==> config.mk <==
export PLATFORM = sky130hd
export DESIGN_NAME = icache_ctrl_flat
export DESIGN_NICKNAME = d
export VERILOG_FILES = /design/src/rtl/icache_if.sv /design/src/rtl/icache_ctrl.sv /design/src/flat_wrapper.sv
export SDC_FILE = /design/constraint.sdc
export NUM_CORES = 1
export LEC_CHECK = 0
export CAP_MARGIN = 30
export CORE_AREA = 8 8 226 228
export CTS_CLUSTER_SIZE = 28
export DETAILED_ROUTE_END_ITERATION = 8
export DIE_AREA = 0 0 234 236
export DONT_BUFFER_PORTS = 1
export MAX_ROUTING_LAYER = met4
export PLACE_DENSITY = 0.7
export SLEW_MARGIN = 15
export SYNTH_ARGS = -nofsm -noshare
export SYNTH_HDL_FRONTEND = slang
export SYNTH_SLANG_ARGS = --single-unit
export TNS_END_PERCENT = 20
==> constraint.sdc <==
create_clock -name clk -period 26.5 [get_ports clk]
set_input_delay 1.325 -clock clk [delete_from_list [all_inputs] [get_ports clk]]
set_output_delay 1.325 -clock clk [all_outputs]
set_load 0.01 [all_outputs]
==> src/rtl/icache_if.sv <==
`default_nettype none
// ============================================================================
// icache_if : core-fetch and instruction-memory signals of icache_ctrl
// Rev 1.0
// ============================================================================
interface icache_if #(
  parameter int WORD_SIZE        = 32,
  parameter int ICACHE_LINE_SIZE = 128
);
  logic [WORD_SIZE-1:0]        PC;
  logic                        Fetch;
  logic                        Invalidate;
  logic [WORD_SIZE-1:0]        Instr;
  logic                        Stall;
  logic                        MemRead;
  logic [WORD_SIZE-1:0]        MemPC;
  logic                        MemReady;
  logic [ICACHE_LINE_SIZE-1:0] MemLine;
  logic [15:0]                 MissCount;

  modport slave (
    input  PC, Fetch, Invalidate, MemReady, MemLine,
    output Instr, Stall, MemRead, MemPC, MissCount
  );

  modport master (
    output PC, Fetch, Invalidate, MemReady, MemLine,
    input  Instr, Stall, MemRead, MemPC, MissCount
  );
endinterface
`default_nettype wire

==> src/rtl/icache_ctrl.sv <==
`default_nettype none
// ============================================================================
// icache_ctrl : direct-mapped instruction cache, zero-cycle hit, line refill
// Rev 1.0
// ============================================================================
module icache_ctrl #(
  parameter int WORD_SIZE        = 32,
  parameter int ICACHE_LINE_SIZE = 128,
  parameter int NUM_LINES        = 4
) (
  input wire logic  clk,
  input wire logic  rst,
  icache_if.slave   bus
);
  localparam int WORDS   = ICACHE_LINE_SIZE / WORD_SIZE;
  localparam int BYTE_W  = $clog2(WORD_SIZE / 8);
  localparam int WSEL_W  = $clog2(WORDS);
  localparam int IDX_W   = $clog2(NUM_LINES);
  localparam int IDX_LSB = BYTE_W + WSEL_W;
  localparam int TAG_LSB = IDX_LSB + IDX_W;
  localparam int TAG_W   = WORD_SIZE - TAG_LSB;

  typedef enum logic [1:0] {
    S_IDLE = 2'd0,
    S_REQ  = 2'd1,
    S_WAIT = 2'd2,
    S_FILL = 2'd3
  } state_t;

  state_t                      state_q;
  logic                        memread_q;
  logic [WORD_SIZE-1:0]        mempc_q;
  logic [15:0]                 misscount_q;
  logic [NUM_LINES-1:0]        valid_q;
  logic [TAG_W-1:0]            tag_q  [NUM_LINES];
  logic [ICACHE_LINE_SIZE-1:0] data_q [NUM_LINES];

  logic [IDX_W-1:0]            w_idx;
  logic [TAG_W-1:0]            w_tag;
  logic [WSEL_W-1:0]           w_wsel;
  logic [IDX_W-1:0]            w_fill_idx;
  logic [TAG_W-1:0]            w_fill_tag;
  logic [ICACHE_LINE_SIZE-1:0] w_line;
  logic                        w_hit;

  assign w_idx      = bus.PC[TAG_LSB-1:IDX_LSB];
  assign w_tag      = bus.PC[WORD_SIZE-1:TAG_LSB];
  assign w_wsel     = bus.PC[IDX_LSB-1:BYTE_W];
  assign w_fill_idx = mempc_q[TAG_LSB-1:IDX_LSB];
  assign w_fill_tag = mempc_q[WORD_SIZE-1:TAG_LSB];

  // Lookup always sees the valid bits as they stood before this edge.
  assign w_line = data_q[w_idx];
  assign w_hit  = valid_q[w_idx] && (tag_q[w_idx] == w_tag);

  assign bus.Instr     = w_line[int'(w_wsel)*WORD_SIZE +: WORD_SIZE];
  assign bus.Stall     = (state_q != S_IDLE) || (bus.Fetch && !w_hit);
  assign bus.MemRead   = memread_q;
  assign bus.MemPC     = mempc_q;
  assign bus.MissCount = misscount_q;

  always_ff @(posedge clk or negedge rst) begin
    if (!rst) begin
      state_q     <= S_IDLE;
      memread_q   <= 1'b0;
      mempc_q     <= '0;
      misscount_q <= '0;
      valid_q     <= '0;
    end else begin
      case (state_q)
        S_IDLE: begin
          if (bus.Fetch && !w_hit) begin
            state_q   <= S_REQ;
            memread_q <= 1'b1;
            mempc_q   <= {bus.PC[WORD_SIZE-1:IDX_LSB], {IDX_LSB{1'b0}}};
            if (misscount_q != 16'hFFFF) begin
              misscount_q <= misscount_q + 16'd1;
            end
          end
        end
        // A Ready still high from the previous transfer is not a completion.
        S_REQ: begin
          if (!bus.MemReady) begin
            state_q   <= S_WAIT;
            memread_q <= 1'b0;
          end
        end
        S_WAIT: begin
          if (bus.MemReady) begin
            state_q <= S_FILL;
          end
        end
        S_FILL: begin
          state_q             <= S_IDLE;
          valid_q[w_fill_idx] <= 1'b1;
        end
        default: state_q <= S_IDLE;
      endcase
      if (bus.Invalidate) begin
        valid_q <= '0;
      end
    end
  end

  always_ff @(posedge clk) begin
    if (state_q == S_FILL) begin
      tag_q[w_fill_idx]  <= w_fill_tag;
      data_q[w_fill_idx] <= bus.MemLine;
    end
  end
endmodule
`default_nettype wire

==> src/flat_wrapper.sv <==
// flat-port wrapper written by rule: the top's interface ports become plain ports
module icache_ctrl_flat 
#(
  parameter int WORD_SIZE        = 32,
  parameter int ICACHE_LINE_SIZE = 128,
  parameter int NUM_LINES        = 4
)
  (clk, rst, bus_PC, bus_Fetch, bus_Invalidate, bus_MemReady, bus_MemLine, bus_Instr, bus_Stall, bus_MemRead, bus_MemPC, bus_MissCount);
  icache_if #(.WORD_SIZE(WORD_SIZE), .ICACHE_LINE_SIZE(ICACHE_LINE_SIZE)) bus_i ();
  input wire logic clk;
  input wire logic rst;
  input wire logic [$bits(bus_i.PC)-1:0] bus_PC;
  input wire logic [$bits(bus_i.Fetch)-1:0] bus_Fetch;
  input wire logic [$bits(bus_i.Invalidate)-1:0] bus_Invalidate;
  input wire logic [$bits(bus_i.MemReady)-1:0] bus_MemReady;
  input wire logic [$bits(bus_i.MemLine)-1:0] bus_MemLine;
  output wire logic [$bits(bus_i.Instr)-1:0] bus_Instr;
  output wire logic [$bits(bus_i.Stall)-1:0] bus_Stall;
  output wire logic [$bits(bus_i.MemRead)-1:0] bus_MemRead;
  output wire logic [$bits(bus_i.MemPC)-1:0] bus_MemPC;
  output wire logic [$bits(bus_i.MissCount)-1:0] bus_MissCount;
  assign bus_i.PC = bus_PC;
  assign bus_i.Fetch = bus_Fetch;
  assign bus_i.Invalidate = bus_Invalidate;
  assign bus_i.MemReady = bus_MemReady;
  assign bus_i.MemLine = bus_MemLine;
  assign bus_Instr = bus_i.Instr;
  assign bus_Stall = bus_i.Stall;
  assign bus_MemRead = bus_i.MemRead;
  assign bus_MemPC = bus_i.MemPC;
  assign bus_MissCount = bus_i.MissCount;
  icache_ctrl #(.WORD_SIZE(WORD_SIZE), .ICACHE_LINE_SIZE(ICACHE_LINE_SIZE), .NUM_LINES(NUM_LINES)) u_core (.clk(clk), .rst(rst), .bus(bus_i));
endmodule
Word-level counts from Yosys, hierarchy flattened:

Memories as Yosys holds them, arrays and structs flattened.
Cells that the tools add are included.

* register bits after elaboration: 51
* memory bits (writable): 616
* bits of input ports: 165
* output and inout port bits: 82
* word-level logic and storage cells: 49
* memories: 2

* add/sub/neg operators: 1
* order comparisons: 3
* eq/ne operators: 8
* shift operators: 1
* mux-type cells: 15
* bitwise operators: 1
* reductions and logical operators: 13

Memories
* u_core.data_q: words 4, bits a word 128, read ports 1, clocked after memory_dff 0, write ports 1, RTL line icache_ctrl.sv:36 `logic [ICACHE_LINE_SIZE-1:0] data_q [NUM_LINES];`
* u_core.tag_q: words 4, bits a word 26, read ports 1, clocked after memory_dff 0, write ports 1, RTL line icache_ctrl.sv:35 `logic [TAG_W-1:0] tag_q [NUM_LINES];`

Operators with widths (count)
* $shiftx A128 B8 Y32: 1
* $eq A26 B26 Y1: 1
* $add A16 B1 Y16 const B: 1
* $ne A16 B16 Y1 const B: 1
* $reduce_and A3 Y1: 3
* $mux W4: 2
* $pmux W2 S4: 1
* $lt A2 B3 Y1 const B: 2
* $mux W1: 6
* $mux W2: 3
* $reduce_bool A2 Y1: 3
* $eq A2 B2 Y1 const B: 2
* $ne A2 B2 Y1 const B: 2
* $or A4 B4 Y4: 1
* $logic_and A1 B1 Y1: 3
* $bmux W1 S2: 1
* $demux W1 S2: 1
* $eq A2 B1 Y1 const B: 1
* $ge A2 B1 Y1 const B: 1
* $logic_not A2 Y1: 1
* $ne A2 B1 Y1 const B: 1
* $pmux W1 S2: 1
* $reduce_and A2 Y1: 1
* $logic_not A1 Y1: 1
* $logic_or A1 B1 Y1: 1

Longest topological paths before layout:

Gate-level depths: netlist of the first run.

* depth in word-level cells: 7
* mapped depth: 11
* depth with buffers taken out: 8

Least setup slack after synthesis of the first run:

Ideal clock, no wire load.

* path type: reg2reg
* start point: register u_core.state_q[0]
* end point: memory u_core.data_q[0][0], enable pin
* arrival: 11721 ps
* setup slack: 13889 ps
* stages on the path, launching flop included: 3
* buffers on the path: 0
* clock period less this slack: 12611 ps
* path through: dfrtp_1 > ha_1 > nor3b_1

* longest elaborated chain between the ends: 3

RTL lines
* from (decl): RTL line icache_ctrl.sv:30 `state_t state_q;`
* from (signal assigned): RTL line icache_ctrl.sv:64 `state_q <= S_IDLE;`
* from (signal assigned): RTL line icache_ctrl.sv:73 `state_q <= S_REQ;`
* from (signal assigned): RTL line icache_ctrl.sv:84 `state_q <= S_WAIT;`
* $eq A2 B2 Y1: RTL line icache_ctrl.sv:106 `if (state_q == S_FILL) begin`
* $mux W1: RTL line icache_ctrl.sv:106
* $mux W1 (not written as such): RTL line icache_ctrl.sv:108 `data_q[w_fill_idx] <= bus.MemLine;`
* to (decl): RTL line icache_ctrl.sv:36

No other way between the ends.

Worst setup path in the final report of the first run:

* start point: input port bus_PC[5]
* end point: output port bus_Stall

* longest elaborated chain between the ends: 6
* elaborated cells between the ends (all ways): 8

RTL lines
* from (decl): RTL line flat_wrapper.sv:12 `input wire logic [$bits(bus_i.PC)-1:0] bus_PC;`
* $mem_v2 Z4 W26 / $bmux W1 S2 (equally long branches)
* $eq A26 B26 Y1 / $mux W1 (equally long branches): RTL line icache_ctrl.sv:54 `assign w_hit = valid_q[w_idx] && (tag_q[w_idx] == w_tag);`
* $logic_and A1 B1 Y1 *: RTL line icache_ctrl.sv:54
* $logic_not A1 Y1 *: RTL line icache_ctrl.sv:57 `assign bus.Stall = (state_q != S_IDLE) || (bus.Fetch && !w_hit);`
* $logic_and A1 B1 Y1 *: RTL line icache_ctrl.sv:57
* $logic_or A1 B1 Y1 *: RTL line icache_ctrl.sv:57
* to (decl): RTL line flat_wrapper.sv:18 `output wire logic [$bits(bus_i.Stall)-1:0] bus_Stall;`

Every way passes the cells marked *; elsewhere a longest branch is shown, timed or not. The select of a mux whose other input is x is not followed.

==> results.cfg, run 1 <==
[clock_network]
cts_buffers = 69
cts_hold_buf = 0
cts_tree = done
cts_resized = 0
cts_max_level = 3
clk_pin_slew_ps = 60
cts_max_path_buffers = 3
clock_sinks = 667
clk_latency_ps = 580
root_buffer = clkbuf_16
cts_setup_buffers = 0

[die]
io_pins = 247
dieArea_mm2 = 0.0552
dieWidth_um = 234
core_mm2 = 0.0473
dieHeight_um = 236
rows = 80
initial_core_util = 0.544

[pwr]
power.share.clock = 0.340
swShare = 0.233
power_leakage_nw = 9.26
peakVddDrop_v = 0.0000967
switching_power_uw = 626
combPwrFrac = 0.114
p_int_mw = 2.06
powerDensity_mw_per_mm2 = 93.9
seqPwrFrac = 0.547

[sta]
finalCritPeriodShare = 0.178
tightest_slew_ps = 1130
finalHoldViolations = 0
setup_viol = 0
grt_setup_unrepaired = no
skew_ps = 12.4
min_period_ps = 4720
slew-limit-headroom = 0.248
tns_ps = 0
fmax_mhz = 212
drv_slew = 0

[global_routing]
grt_usage = 0.186
first_global_vias = 11800
grt_max_degree = 173
grt_overflow_total = 0
antenna_found_initial = 0
grt_pass1_wl_um = 74500

[drt]
post-route-drc-count = 0
postRouteAntennaNets = 0
drt_wl_total_um = 49100
drt_first_pass_iters = 5
vias_per_cell = 6.07
routedWlPerCell_um = 27.1
num_vias = 11000
first_iter_violations = 880

[synth]
ys_seq_area_frac = 0.768
ys_seq_elements = 667
synth_warnings = 0
syn-cell-area_mm2 = 0.0257
muxShareOfSynthArea = 0.180
synth_compound_area_frac = 0.0102
synthArstFlopShare = 0.0765
synth_area_per_cell_um2 = 23.1
synthXorXnorAreaFrac = 0.0109
synthSimpleGateAreaFrac = 0.0159
yosysUniqueCellTypes = 51
synth_enable_flop_cells = 616
synth_top_family_by_area = multiplexers
synthCells = 1115
ys.flop_type = edfxtp_1
post_synth_fa_ha_maj_area_fraction = 0.00243

[critical_path]
worst-setup-path-type = in2out
worst-path-max-fanout = 172
critPathLaunchType = input pin
worst_ep_arrival_time_ps = 3390
required_ps = 25170
worst_setup_path_end_kind = output pin

[finish]
seq_area_mm2 = 0.0198
diodes = 0
syn_to_final_growth_pct = 10.9
fin_util = 0.603
nFillCells = 3237
multi_input_area_mm2 = 0.00569
layout-drive-gt1-share = 0.254
fin_nets = 1316

[min_path]
min_path_type = in2async

[run_status]
status = finished, final reports clean

[run]
max_cap_viol_count = 0

[placement]
port_buffers = 0
globalplace.congestion = 0.798
post-dp-hpwl_um = 28300
registers in the layout, summed over array words and instances (netlist names):
register and cells:
u_core.state_q 2, u_core.bus.MemPC 28, u_core.valid_q 4, u_core.bus.MissCount 16, u_core.data_q 512, u_core.tag_q 104, u_core.bus.MemRead 1
critical path: stages:
cell and delay, ps:
mux2_1 360, a222oi_1 410, nand2_1 120, o2bb2ai_1 190, nor4b_4 450, a21boi_0 220
nand2b_1 250
kinds of logic (layout without fill, tap and decap cells):
family | Yosys count | count (layout)
other | 1 | 4
muxes | 235 | 235
DFF | 667 | 667
adders and majority gates | 5 | 5
AOI/OAI and AO/OA | 37 | 37
buffers and inverters | 64 | 141
xor gates and xnor gates | 32 | 32
and+or+nand+nor | 74 | 74
worst paths after layout:
kind	cells after the start	to	slack, ps	start
worst max-delay path	7	bus_Stall	21780	bus_PC[5]
worst min-delay path	0	u_core.bus.MemPC[28]$_DFFE_PN0P_	440	rst
worst max register to register	9	u_core.bus.MissCount[1]$_DFFE_PN0P_	23450	u_core.tag_q[0][4]$_DFFE_PP_
worst min register to register	2	u_core.valid_q[1]$_DFFE_PN0P_	490	u_core.valid_q[1]$_DFFE_PN0P_
max in group asynchronous	0	u_core.bus.MissCount[0]$_DFFE_PN0P_	25950	rst
min in group clk	2	u_core.valid_q[1]$_DFFE_PN0P_	490	u_core.valid_q[1]$_DFFE_PN0P_
per-layer routing:
metal  part of all wire  GRT usage
met2               0.50      0.285
met1               0.40      0.239
met5                  0          -
met4              0.020     0.0566
met3              0.078     0.0569
cells in the mapped netlist, types with 7 or more instances:
master,n,share of area
and3_1,14,0.0034
buf_2,15,0.0029
clkbuf_1,25,0.0036
dfrtp_1,51,0.050
edfxtp_1,616,0.72
inv_1,11,0.0016
mux2_4,26,0.015
mux2i_1,33,0.013
mux4_2,169,0.15
nand2_1,9,0.0013
nand3_1,18,0.0035
nor2_1,18,0.0026
o21ai_0,7,0.0014
o22ai_1,8,0.0019
xnor2_1,27,0.0092
power groups by stage:
| stage | registers (mW) | clock network (mW) | logic (mW) |
|---|---|---|---|
| 2_1_floorplan | 1.50 | 0 | 0.241 |
| 5_1_grt | 1.48 | 0.971 | 0.328 |
| 4_1_cts | 1.47 | 0.934 | 0.313 |
| 3_5_place_dp | 1.49 | 0 | 0.312 |
| 6_report | 1.47 | 0.911 | 0.305 |
| 3_3_place_gp | 1.48 | 0 | 0.304 |
placed cells by master, fill, tap and decap left out, drive strengths merged, types with 3 or more instances in the layout:
| cell | count |
|---|---|
| edfxtp | 616 |
| mux4 | 171 |
| clkbuf | 95 |
| dfrtp | 51 |
| mux2i | 33 |
| mux2 | 31 |
| xnor2 | 27 |
| clkinv | 22 |
| nand3 | 18 |
| nor2 | 18 |
| and3 | 14 |
| inv | 11 |
| buf | 10 |
| nand2 | 9 |
| o22ai | 8 |
| o21ai | 7 |
| xor2 | 5 |
| ha | 5 |
| a21oi | 5 |
| nand4 | 4 |
| conb | 4 |
| bufinv | 3 |
metrics by stage:
stage	instances	instance area, um2	setup WS (ps)	hold slack (ps)	power (mW)
2_1_floorplan	1118	25800	13890	458	1.74
3_3_place_gp	1687	26400	21770	472	1.78
3_5_place_dp	1690	26400	21760	485	1.80
4_1_cts	1810	28600	21760	397	2.72
5_1_grt	1810	28600	21640	410	2.78
6_report	1810	28600	21780	443	2.68
cell type report:
| class | instances | area share |
|---|---|---|
| Inverter | 11 | 0.00145 |
| Clock buffer | 95 | 0.0683 |
| Clock inverter | 25 | 0.00635 |
| Timing Repair Buffer | 10 | 0.00534 |
| Multi-Input combinational cell | 387 | 0.199 |
| Tap cell | 615 | 0.0269 |
| Sequential cell | 667 | 0.692 |
(Power assumes the default switching activity.)
==> run 2: changes to the inputs <==
Settings changed: PLACE_DENSITY 0.7 to 0.72.
Clock period 26.5 ns to 3.81 ns, I/O delays scaled along.
==> run 2 against run 1 <==
Flip-flop and latch count unchanged. Wire length grew 4.6%. Final area increased by 6.3%. Sequential power rose to 6.9 times the previous value. Combinational power increased to 8.0 times the previous value. Worst hold slack got worse by 370 ps. Power rose to 7.1 times the previous value. Register-to-register slack worse by 23000 ps. Clock skew up 10 ps. Setup slack lost 21000 ps. Highest routed layer unchanged.
==> results.cfg, run 2 (same netlist as run 1, synthesis figures left out) <==
[run_status]
status = finished, final reports clean

[run]
max_cap_viol_count = 0

[global_routing]
grt_max_degree = 173
antenna_found_initial = 10
grt_usage = 0.195
grt_pass1_wl_um = 79100
first_global_vias = 12800
grt_overflow_total = 0

[clock_network]
cts_max_level = 3
cts_buffers = 66
root_buffer = clkbuf_16
clk_pin_slew_ps = 60
cts_tree = done
cts_resized = 0
cts_max_path_buffers = 3
clock_sinks = 667
clk_latency_ps = 590

[finish]
largest_register_ffs = 512
syn_to_final_growth_pct = 17.9
seq_area_mm2 = 0.0198
fin_nets = 1487
layout-drive-gt1-share = 0.236
most-common-layout-cells = edfxtp_1 (616), mux4_2 (169), dlygate4sd3_1 (161), clkbuf_16 (71), dfrtp_1 (51)
final_common_cell = edfxtp_1
largest-register = u_core.data_q
nFillCells = 3083
stdcell_count = 1993
multi_input_area_mm2 = 0.00570
fin_util = 0.641

[critical_path]
worst_ep_arrival_time_ps = 2900
required_ps = 3620
worst-setup-path-type = reg2out
worst-path-max-fanout = 3
worst_setup_path_end_kind = output pin
critPathLaunchType = register

[pwr]
power_leakage_nw = 10.0
peakVddDrop_v = 0.000632
powerDensity_mw_per_mm2 = 625
total_power_mw = 19.0

[drt]
postRouteAntennaNets = 0
vias_per_cell = 5.96
routedWlPerCell_um = 25.8
drt_wl_total_um = 51300
first_iter_violations = 1012
drt_first_pass_iters = 6
post-route-drc-count = 0
num_vias = 11900

[sta]
slew-limit-headroom = 0.430
finalCritPeriodShare = 0.811
setup_ws_ps = 719
setup_viol = 0
tightest_slew_ps = 854
finalHoldViolations = 0
tns_ps = 0
fmax_mhz = 324
min_period_ps = 3090
grt_setup_unrepaired = no
drv_slew = 0
skew_ps = 22.6

[die]
io_pins = 247
core_mm2 = 0.0473
initial_core_util = 0.544
rows = 80
dieHeight_um = 236
dieWidth_um = 234
dieArea_mm2 = 0.0552

[placement]
port_buffers = 0
globalplace.congestion = 0.853
dp_cells = 1702
preCtsSetupSlack_ps = 865
post-dp-hpwl_um = 29300

[min_path]
min_path_type = in2reg
[run 2: cell types whose count changed in the layout (fill, tap and decap cells not counted), moves of 2 or more]
cell,previous run,this run
clkbuf_16,74,71
clkinv_1,15,8
clkbuf_8,2,4
dlygate4sd3_1,0,161
buf_12,3,9
clkinv_2,7,11
diode_2,0,11
buf_4,5,13
[run 2: repair_timing]
action / CTS / global route
setup buffers: 0 / 0
hold endpoints to repair: 598 / 0
hold buffers: 162 / 0
[run 2: metrics by stage]
stage	hold WS [ps]	cell area, um2
3_3_place_gp	-103	26600
4_1_cts	27.8	30300
5_1_grt	62.0	30300
3_5_place_dp	-103	26600
6_report	71.7	30400
2_1_floorplan	-105	25800
[run 2: worst max-delay path: stages, from the launching register on]
cell,delay [ps]
edfxtp_1,360
mux2_1,340
a222oi_1,380
nand2_1,130
o2bb2ai_1,210
nor4b_4,420
a21boi_0,220
nand2b_1,250
[run 2: final cells by class]
class,count,area share
antenna,11,0.000907
multi-input combinational,387,0.188
clock buffer,93,0.0626
clock inverter,25,0.00730
tap,615,0.0254
inverter,11,0.00136
timing repair buffer,184,0.0632
sequential,667,0.652
[run 2: power by group]
group          total (mW)  switching [mW]  internal [mW]
registers            10.2           0.643           9.56
clock network        6.33            2.58           3.75
logic                2.44            1.29           1.15
total                19.0            4.51           14.5
[run 2: routing by layer]
layer	wire, um	global-route usage
met1	20800	0.248
met3	4010	0.0565
met5	0	-
met4	924	0.0555
met2	25600	0.306
[run 2: worst paths after layout]
kind                                                     from                                  end  slack, ps  depth (start not counted)
worst max-delay path             u_core.tag_q[2][4]$_DFFE_PP_                            bus_Stall        720                          7
worst min-delay path                                bus_Fetch     u_core.bus.MemPC[22]$_DFFE_PN0P_         70                          3
worst max register to register   u_core.tag_q[2][4]$_DFFE_PP_  u_core.bus.MissCount[1]$_DFFE_PN0P_        810                          9
worst min register to register  u_core.valid_q[1]$_DFFE_PN0P_        u_core.valid_q[1]$_DFFE_PN0P_        510                          2
max in group asynchronous                                 rst  u_core.bus.MissCount[3]$_DFFE_PN0P_       3390                          2
min in group asynchronous                                 rst      u_core.bus.MemPC[6]$_DFFE_PN0P_        160                          2
